**src/rtl/rv32_ctrl_pkg.sv**
```systemverilog
// rtl/rv32_ctrl_pkg.sv - shared codes, stage record and hazard helpers for the write-back control path
package rv32_ctrl_pkg;

  localparam int REG_AW   = 5;
  localparam int WB_SEL_W = 2;

  typedef enum logic [WB_SEL_W-1:0] {
    WB_ALU = 2'b00,
    WB_MEM = 2'b01,
    WB_PC4 = 2'b10,
    WB_IMM = 2'b11
  } wb_sel_e;

  typedef enum logic [1:0] {
    FWD_RF  = 2'b00,
    FWD_MEM = 2'b01,
    FWD_WB  = 2'b10
  } fwd_sel_e;

  typedef struct packed {
    logic                valid;
    logic [REG_AW-1:0]   rd;
    logic                wer;
    logic [WB_SEL_W-1:0] wb_sel;
  } stage_t;

  // x0 is hardwired, so an instruction targeting it never counts as a producer
  function automatic logic writes_reg(input stage_t s);
    return s.valid & s.wer & (s.rd != '0);
  endfunction

  function automatic fwd_sel_e fwd_pick(input stage_t ex, input stage_t mem,
                                        input logic use_rs, input logic [REG_AW-1:0] rs);
    if (use_rs && writes_reg(ex) && ex.rd == rs) return FWD_MEM;
    if (use_rs && writes_reg(mem) && mem.rd == rs) return FWD_WB;
    return FWD_RF;
  endfunction

endpackage

```
**src/rtl/wb_ctrl_stage.sv**
```systemverilog
// rtl/wb_ctrl_stage.sv - one pipeline control stage register with hold and bubble insertion
module wb_ctrl_stage
  import rv32_ctrl_pkg::*;
(
  input  logic   clk,
  input  logic   rst_n,
  input  logic   hold,
  input  logic   bubble,
  input  stage_t d,
  output stage_t q
);

  stage_t stage_q;
  stage_t stage_d;

  always_comb begin
    stage_d = stage_q;
    if (!hold) begin
      stage_d = bubble ? '0 : d;
    end
  end

  always_ff @(posedge clk or negedge rst_n) begin
    if (!rst_n) begin
      stage_q <= '0;
    end else begin
      stage_q <= stage_d;
    end
  end

  assign q = stage_q;

endmodule

```
**src/rtl/wb_hazard_ctrl.sv**
```systemverilog
// rtl/wb_hazard_ctrl.sv - EX/MEM/WB control sequencing, load-use stall, forwarding selects, retire count
module wb_hazard_ctrl
  import rv32_ctrl_pkg::*;
#(
  parameter int RA_W  = REG_AW,
  parameter int WBS_W = WB_SEL_W,
  parameter int CNT_W = 32
) (
  input  logic             clk,
  input  logic             reset,
  input  logic             id_valid,
  input  logic [RA_W-1:0]  id_rd,
  input  logic             id_wer,
  input  logic [WBS_W-1:0] id_wb_sel,
  input  logic [RA_W-1:0]  id_rs1,
  input  logic [RA_W-1:0]  id_rs2,
  input  logic             id_use_rs1,
  input  logic             id_use_rs2,
  input  logic             ex_flush,
  input  logic             ext_stall,
  output logic             stall_id,
  output logic [1:0]       fwd_a_sel,
  output logic [1:0]       fwd_b_sel,
  output logic             rf_we,
  output logic [RA_W-1:0]  rf_waddr,
  output logic [WBS_W-1:0] wb_sel,
  output logic [CNT_W-1:0] instret
);

  stage_t     id_s;
  stage_t     ex_s;
  stage_t     mem_s;
  stage_t     wb_s;
  logic       load_use;
  logic       ex_accept;
  logic [1:0] fwd_a_q, fwd_a_d;
  logic [1:0] fwd_b_q, fwd_b_d;
  logic [CNT_W-1:0] instret_q, instret_d;

  assign id_s = '{valid: id_valid, rd: id_rd, wer: id_wer, wb_sel: id_wb_sel};

  assign load_use = writes_reg(ex_s) && (ex_s.wb_sel == WB_MEM) &&
                    ((id_use_rs1 && id_rs1 == ex_s.rd) || (id_use_rs2 && id_rs2 == ex_s.rd));

  // A taken branch kills the ID op, so it must not also be held by a load-use stall
  assign ex_accept = id_valid & ~load_use & ~ex_flush;
  assign stall_id  = ext_stall | (load_use & ~ex_flush);

  wb_ctrl_stage u_ex  (.clk(clk), .rst_n(reset), .hold(ext_stall), .bubble(~ex_accept), .d(id_s),  .q(ex_s));
  wb_ctrl_stage u_mem (.clk(clk), .rst_n(reset), .hold(ext_stall), .bubble(1'b0),       .d(ex_s),  .q(mem_s));
  wb_ctrl_stage u_wb  (.clk(clk), .rst_n(reset), .hold(ext_stall), .bubble(1'b0),       .d(mem_s), .q(wb_s));

  always_comb begin
    fwd_a_d   = fwd_a_q;
    fwd_b_d   = fwd_b_q;
    instret_d = instret_q;
    if (!ext_stall) begin
      fwd_a_d = ex_accept ? fwd_pick(ex_s, mem_s, id_use_rs1, id_rs1) : FWD_RF;
      fwd_b_d = ex_accept ? fwd_pick(ex_s, mem_s, id_use_rs2, id_rs2) : FWD_RF;
      if (wb_s.valid) begin
        instret_d = instret_q + 1'b1;
      end
    end
  end

  always_ff @(posedge clk or negedge reset) begin
    if (!reset) begin
      fwd_a_q   <= FWD_RF;
      fwd_b_q   <= FWD_RF;
      instret_q <= '0;
    end else begin
      fwd_a_q   <= fwd_a_d;
      fwd_b_q   <= fwd_b_d;
      instret_q <= instret_d;
    end
  end

  assign fwd_a_sel = fwd_a_q;
  assign fwd_b_sel = fwd_b_q;
  assign rf_we     = writes_reg(wb_s);
  assign rf_waddr  = wb_s.rd;
  assign wb_sel    = wb_s.wb_sel;
  assign instret   = instret_q;

endmodule
```
**config.mk**
```make
export PLATFORM = sky130hd
export DESIGN_NAME = wb_hazard_ctrl
export DESIGN_NICKNAME = d
export VERILOG_FILES = /design/src/rtl/rv32_ctrl_pkg.sv /design/src/rtl/wb_ctrl_stage.sv /design/src/rtl/wb_hazard_ctrl.sv
export SDC_FILE = /design/constraint.sdc
export NUM_CORES = 1
export LEC_CHECK = 0
export BUFFER_PORTS_ARGS = -buffer_cell sky130_fd_sc_hd__buf_2
export CAP_MARGIN = 20
export CELL_PAD_IN_SITES_DETAIL_PLACEMENT = 1
export CELL_PAD_IN_SITES_GLOBAL_PLACEMENT = 1
export CORE_MARGIN = 8
export CORE_UTILIZATION = 45
export DETAILED_ROUTE_END_ITERATION = 6
export PLACE_DENSITY_LB_ADDON = 0.1
export SYNTH_ARGS = -nofsm -noshare
export SYNTH_HDL_FRONTEND = slang
export SYNTH_SLANG_ARGS = --single-unit
```
**constraint.sdc**
```tcl
create_clock -name clk -period 5.5 [get_ports clk]
set_input_delay 0 -clock clk [delete_from_list [all_inputs] [get_ports clk]]
set_output_delay 0 -clock clk [all_outputs]
set_load 0.01 [all_outputs]
```
Word level (Yosys, flattened, before mapping)
Cells that the tools add are included.
{"block": "classes", "n_bitwise": 13, "n_eq_ne": 7, "add_sub_neg": 1, "mux": 21, "reduce_logical": 17}
{"op": "$add A32 B1 Y32 const B", "count": 1}
{"op": "$eq A5 B5 Y1", "count": 6}
{"op": "$mux W2", "count": 10}
{"op": "$reduce_bool A5 Y1", "count": 3}
{"op": "$logic_and A1 B1 Y1", "count": 12}
{"op": "$mux W1", "count": 10}
{"op": "$and A1 B1 Y1", "count": 9}
{"op": "$mux W9", "count": 1}
{"op": "$not A1 Y1", "count": 3}
{"op": "$eq A2 B1 Y1 const B", "count": 1}
{"op": "$reduce_and A2 Y1", "count": 1}
{"op": "$logic_or A1 B1 Y1", "count": 1}
{"op": "$or A1 B1 Y1", "count": 1}
{"block": "totals", "output_inout_bits": 45, "inputBits": 25, "ff_bits": 63}

Logic depth before layout (Yosys ltp)
{"block": "depth", "depth_word": 11, "ltp_mapped": 7, "depth_no_buf": 6}

By module
Synthesis repeated with hierarchy kept, for this count alone.
{"block": "hier_totals", "cells_unflattened": 293, "hier_area_um2": 3123.0}
{"module": "wb_hazard_ctrl", "n_inst": 1, "area_per_inst_um2": 1921.8, "cells_per_inst": 182}
{"module": "wb_ctrl_stage", "n_inst": 3, "area_per_inst_um2": 400.4, "cells_per_inst": 37}

Least setup slack after synthesis
No wires, ideal clock.
{"block": "synth_path", "path_kind": "register to register", "start": "register instret_q[0], in the netlist instret[0]", "end": "register instret_q[26], in the netlist instret[26]", "required_time_ps": 5375, "arrival_time_ps": 1710, "setup_ps": 125, "path_stages_with_launch": 8, "path_buffers": 1, "setup_slack_ps": 3665, "cell_sequence": "dfrtp_1 > ha_1 > nand3b_4 > or3_1 > buf_2 > nor3_4 > nand4_1 > xnor2_1"}
{"block": "synth_between", "elab_chain_len": 1}
{"element": "from (decl)", "line_no": "wb_hazard_ctrl.sv:38", "rtl": "logic [CNT_W-1:0] instret_q, instret_d;"}
{"element": "from (signal assigned)", "line_no": "wb_hazard_ctrl.sv:74", "rtl": "instret_q <= instret_d;"}
{"element": "$add A32 B1 Y32", "line_no": "wb_hazard_ctrl.sv:61", "rtl": "instret_d = instret_q + 1'b1;"}
No other way between the ends.
A chain may end at the register's enable or synchronous reset.

Worst setup path in the final report
{"block": "layout_path", "start": "register u_ex.stage_q, in the netlist u_ex.q[7]", "end": "output port stall_id"}
{"block": "layout_between", "elab_chain_len": 6, "word_cells_on_any_way": 11, "cone_classes": "eq/ne (2); bitwise (3); reduce/logical (6)"}
{"element": "from (decl)", "line_no": "wb_ctrl_stage.sv:13", "rtl": "stage_t stage_q;"}
{"element": "from (signal assigned)", "line_no": "wb_ctrl_stage.sv:27", "rtl": "stage_q <= stage_d;"}
{"element": "$reduce_bool A5 Y1 or $eq A5 B5 Y1 (tied branches)", "line_no": "rv32_ctrl_pkg.sv:29, wb_hazard_ctrl.sv:43"}
{"element": "$and A1 B1 Y1 or $logic_and A1 B1 Y1 (tied branches)", "line_no": "rv32_ctrl_pkg.sv:29, wb_hazard_ctrl.sv:43"}
{"element": "$logic_and A1 B1 Y1 or $logic_or A1 B1 Y1 (tied branches)", "line_no": "wb_hazard_ctrl.sv:42, wb_hazard_ctrl.sv:43"}
{"element": "$logic_and A1 B1 Y1 (*)", "line_no": "wb_hazard_ctrl.sv:42", "rtl": "assign load_use = writes_reg(ex_s) && (ex_s.wb_sel == WB_MEM) &&"}
{"element": "$and A1 B1 Y1 (*)", "line_no": "wb_hazard_ctrl.sv:47", "rtl": "assign stall_id = ext_stall | (load_use & ~ex_flush);"}
{"element": "$or A1 B1 Y1 (*)", "line_no": "wb_hazard_ctrl.sv:47"}
{"element": "to (decl)", "line_no": "wb_hazard_ctrl.sv:21", "rtl": "output logic stall_id,"}
Mark *: on every way between the ends. The rest lies on a longest branch, timed or not.

==> results by stage <==
Outcome:
- The flow ran to the end, and the final reports show no timing, DRC or antenna violations.

Timing:
- Setup repair after global routing left no endpoint under its margin.
- The final worst-path setup slack is approximately 3.3 ns.
- Setup total negative slack on the finished layout was measured at 0 ns.
- The final hold violation count was 0.
- The highest achievable clock rate is 0.450 GHz.
- Across the routed clock network, the largest skew measured is roughly 0.0071 ns.
- The pin slew with the least headroom to its limit is 0.789 ns.
- The count of final max-slew check failures is 0.
- Setup violations remaining at the end of the flow were counted as 0.
- Dividing the final minimum period by the clock period gives 0.404.
- The normalized max-slew margin is 0.474.
- The smallest clock period supported by the final layout is computed as around 2.2 ns.

Final layout:
- The final-stage net count is 344.
- The antenna diode instance count is 0.
- The ratio of cells with drive above 1 in the final layout is 0.350.
- The multi-input combinational cells in the finished layout cover a total of 0.00127 mm2.
- From synthesis to final layout, the design area changed by 22.3%.
- Summing all non-filler instances in the final layout gives an area of roughly 0.0036 mm2.
- The storage element area is 0.00158 mm2.
- The number of fill cells is slightly below 700.

Drt:
- In the final routed layout, each cell accounts on average for 17.4 um.
- The antenna violation net count after detailed routing is 0.
- The via count normalized by instance count is 5.40.
- The number of DRC markers after the initial detailed-route iteration is 80.
- The routed layout has 2160 vias.
- The wire length reported by the detailed router is 6960 um.
- For this run, design rule violations remaining after detail routing come to 0.
- The number of optimization iterations in the first detailed-route pass is 5.

Yosys:
- Counting instances in the post-synthesis netlist gives the leading cell types as sky130_fd_sc_hd__dfrtp_1 (63), sky130_fd_sc_hd__xor2_1 (26), sky130_fd_sc_hd__xnor2_1 (25).
- The XOR/XNOR share of the synthesized area is 0.152.
- For this run, the number of Yosys warnings is 0.
- Yosys instantiated no cell more often than sky130_fd_sc_hd__dfrtp_1.
- After synthesis, the share of flip-flops with an asynchronous set or reset is 1.00.
- By area the synthesized netlist is led by sky130_fd_sc_hd__dfrtp_1 (53%), sky130_fd_sc_hd__xor2_1 (7.7%), sky130_fd_sc_hd__xnor2_1 (7.4%).
- Of the total synthesized cell area, the portion taken by AND, OR, NAND and NOR gates is 0.140.
- The average cell area after synthesis is 12.3 um2.
- The compound-gate portion of the synthesized area is 0.0637.
- The share of synthesized area in the top cell type comes to 0.535.
- The share of the Yosys chip area taken by registers is 0.535.
- By area, the combinational part of the netlist is dominated by XOR/XNOR gates.
- Counting flops with a built-in enable in the synthesized netlist gives 0.
- The mapped netlist covers a little under 0.003 mm2.
- The number of distinct library cells after synthesis is 42.
- In the synthesized netlist the dominant register cell turns out to be sky130_fd_sc_hd__dfrtp_1.
- Of the post-synthesis cell area, the part taken by muxes is 0.0726.
- Of the total synthesized cell area, the portion taken by full adders, half adders and majority gates is 0.00424.
- The largest area contributor in the synthesized netlist is sky130_fd_sc_hd__dfrtp_1.
- The number of flip-flops and latches in the synthesized netlist is 63.
- The synthesized instance count is 240.
- Synthesis produced a netlist with a net count of 266.

Min path:
- The hold path startpoint is id_rs2[3].
- The worst hold path cell count is 4.
- The type of the worst min-delay path is in -> reg.

Worst setup path:
- Data arrives at the worst endpoint at 2.22 ns.
- The worst setup path is captured at an output port.
- The critical register-to-register path startpoint is instret[0].
- The timing startpoint of the critical path is u_ex.q[7].
- The startpoint type of the worst setup path is a register.
- The type of the worst setup path is reg -> out.
- Of all nets on the critical path, the largest fanout is 13.
- The required time at the endpoint of the critical path is 5.50 ns.
- The depth of the worst register-to-register path is 6.

Global routing:
- The first global-routing pass estimated 11900 um of wire.
- The number of antenna violations at the first check in global routing was 0.
- The global-route total usage across every layer is 0.156.
- The overall overflow remaining after global route is 0.
- Entering global routing, the biggest net connects between 60 and 70 pins.
- The number of global-route vias before repair is 2318.

Floorplan:
- The die outline width is 96.9 um.
- The total core area is ~0.0063 mm2.
- The number of placed I/O pins is 70.
- The full die area is 0.00940 mm2.
- The vertical die dimension is 96.9 um.
- The initial core utilization is 0.464.
- The number of rows in the core area is 29.

CTS:
- The register clock-pin slew on the reported worst setup and hold paths is 0.07 ns.
- The buffer type at the clock tree root is sky130_fd_sc_hd__clkbuf_8.
- The buffer levels on the longest clock path is 2.
- The clock reaches the later pin of the worst-skew pair after between 0.3 and 0.4 ns.
- The total clock sinks is 63.
- In this run the number of H-tree levels came out at 3.
- The total CTS buffers is 9.
- Once the clock tree was built, the resizer swapped 0 gates to a different size.
- TritonCTS built the clock tree.

Pwr:
- Summed over all cells, the static leakage comes to ~0.0019 uW.
- The total power is 1060 uW.
- The total power divided by cell area is 293 mW/mm2.
- Across the VDD grid, the largest voltage drop is 0.000210 V.

Placement:
- The instance area after placement is about 0.0033 mm2.
- Routability-driven placement finished with a final weighted congestion of between 0.7 and 0.8.
- The half-perimeter wire length after placement is around 5000 um.
- In this run the tool buffered the top-level ports with 69 buffer cells.
- Prior to clock tree synthesis, the placed netlist has a worst setup slack of 3.55 ns.

Flow run:
- The number of max-capacitance violations reported is 0.
-- cells in the final DEF (no fill, tap or decap), types with 2 or more instances in the layout --
master,n
sky130_fd_sc_hd__a32o_1,11
sky130_fd_sc_hd__and3_1,7
sky130_fd_sc_hd__and4_1,2
sky130_fd_sc_hd__buf_2,69
sky130_fd_sc_hd__buf_4,2
sky130_fd_sc_hd__clkbuf_1,2
sky130_fd_sc_hd__clkbuf_8,10
sky130_fd_sc_hd__clkinv_2,3
sky130_fd_sc_hd__dfrtp_1,63
sky130_fd_sc_hd__dlygate4sd3_1,10
sky130_fd_sc_hd__inv_1,2
sky130_fd_sc_hd__mux2_2,19
sky130_fd_sc_hd__nand2_1,12
sky130_fd_sc_hd__nand3_1,10
sky130_fd_sc_hd__nand4_1,8
sky130_fd_sc_hd__nor2_1,9
sky130_fd_sc_hd__nor3_1,2
sky130_fd_sc_hd__nor4_1,4
sky130_fd_sc_hd__or3_1,4
sky130_fd_sc_hd__xnor2_1,25
sky130_fd_sc_hd__xor2_1,26
-- layout make-up --
class / instances / share of cell area
multi-input cells: 161 / 0.354
clock buffers: 12 / 0.0402
well taps: 77 / 0.0267
repair buffers: 81 / 0.128
inverters: 2 / 0.00208
flip-flops and latches: 63 / 0.437
clock inverters: 4 / 0.0125
-- per-layer routing --
| metal | up-vias | wire length, um | GRT usage |
|---|---|---|---|
| li1 | 1010 | - | - |
| met1 | 1088 | 3200 | 0.205 |
| met2 | 53 | 3330 | 0.232 |
| met3 | 9 | 320 | 0.0434 |
| met4 | 0 | 106 | 0.0710 |
| met5 | - | 0 | 0 |
-- path summary, 6_finish.rpt --
kind                           endpoint  slack (ns)
setup / recovery               stall_id        3.28
hold / removal             fwd_b_sel[1]        0.04
setup reg to reg            instret[18]        3.54
hold reg to reg             instret[31]        0.46
max in group asynchronous  fwd_a_sel[1]        4.62
min in group asynchronous   instret[22]        0.36
-- per-stage QoR --
| step | utilization | std cells | hold slack, ns |
|---|---|---|---|
| 2_1_floorplan | - | 240 | -0.296 |
| 3_3_place_gp | 0.522 | 374 | 0.227 |
| 3_5_place_dp | 0.522 | 374 | 0.235 |
| 4_1_cts | 0.568 | 400 | 0.0413 |
| 5_1_grt | 0.568 | 400 | 0.0663 |
| 6_report | 0.568 | 400 | 0.0448 |
-- what timing repair did --
action                    in CTS  in global routing
setup buffers                  0                  0
hold endpoints to repair      72                  0
hold buffers                  10                  0
-- critical path, cell delays in order (launching register included) --
cell	delay (ns)
sky130_fd_sc_hd__dfrtp_1	0.44
sky130_fd_sc_hd__xor2_1	0.19
sky130_fd_sc_hd__nor4_1	0.29
sky130_fd_sc_hd__nand3_1	0.20
sky130_fd_sc_hd__a211o_2	0.45
sky130_fd_sc_hd__o21bai_1	0.17
sky130_fd_sc_hd__buf_2	0.15
-- flip-flops by register name (all words and copies together) (netlist names) --
signal and cells:
fwd_b_sel 2, fwd_a_sel 2, u_wb.q 9, instret 32, u_ex.q 9, u_mem.q 9
-- power breakdown --
part	switching [uW]	internal [uW]
Clock	176	220
Combinational	63.5	65.2
Sequential	36.7	494
Total	276	779
-- cells by family (layout without fill, tap and decap cells) --
group,after synthesis,in the layout
AO/OA/AOI/OAI,20,20
XOR/XNOR,51,51
adder cells (fa/ha/maj),1,1
buffers and inverters,16,99
flip-flops,63,63
multiplexers,19,19
AND/OR/NAND/NOR,70,70
Power figures use the tool's default switching activity.
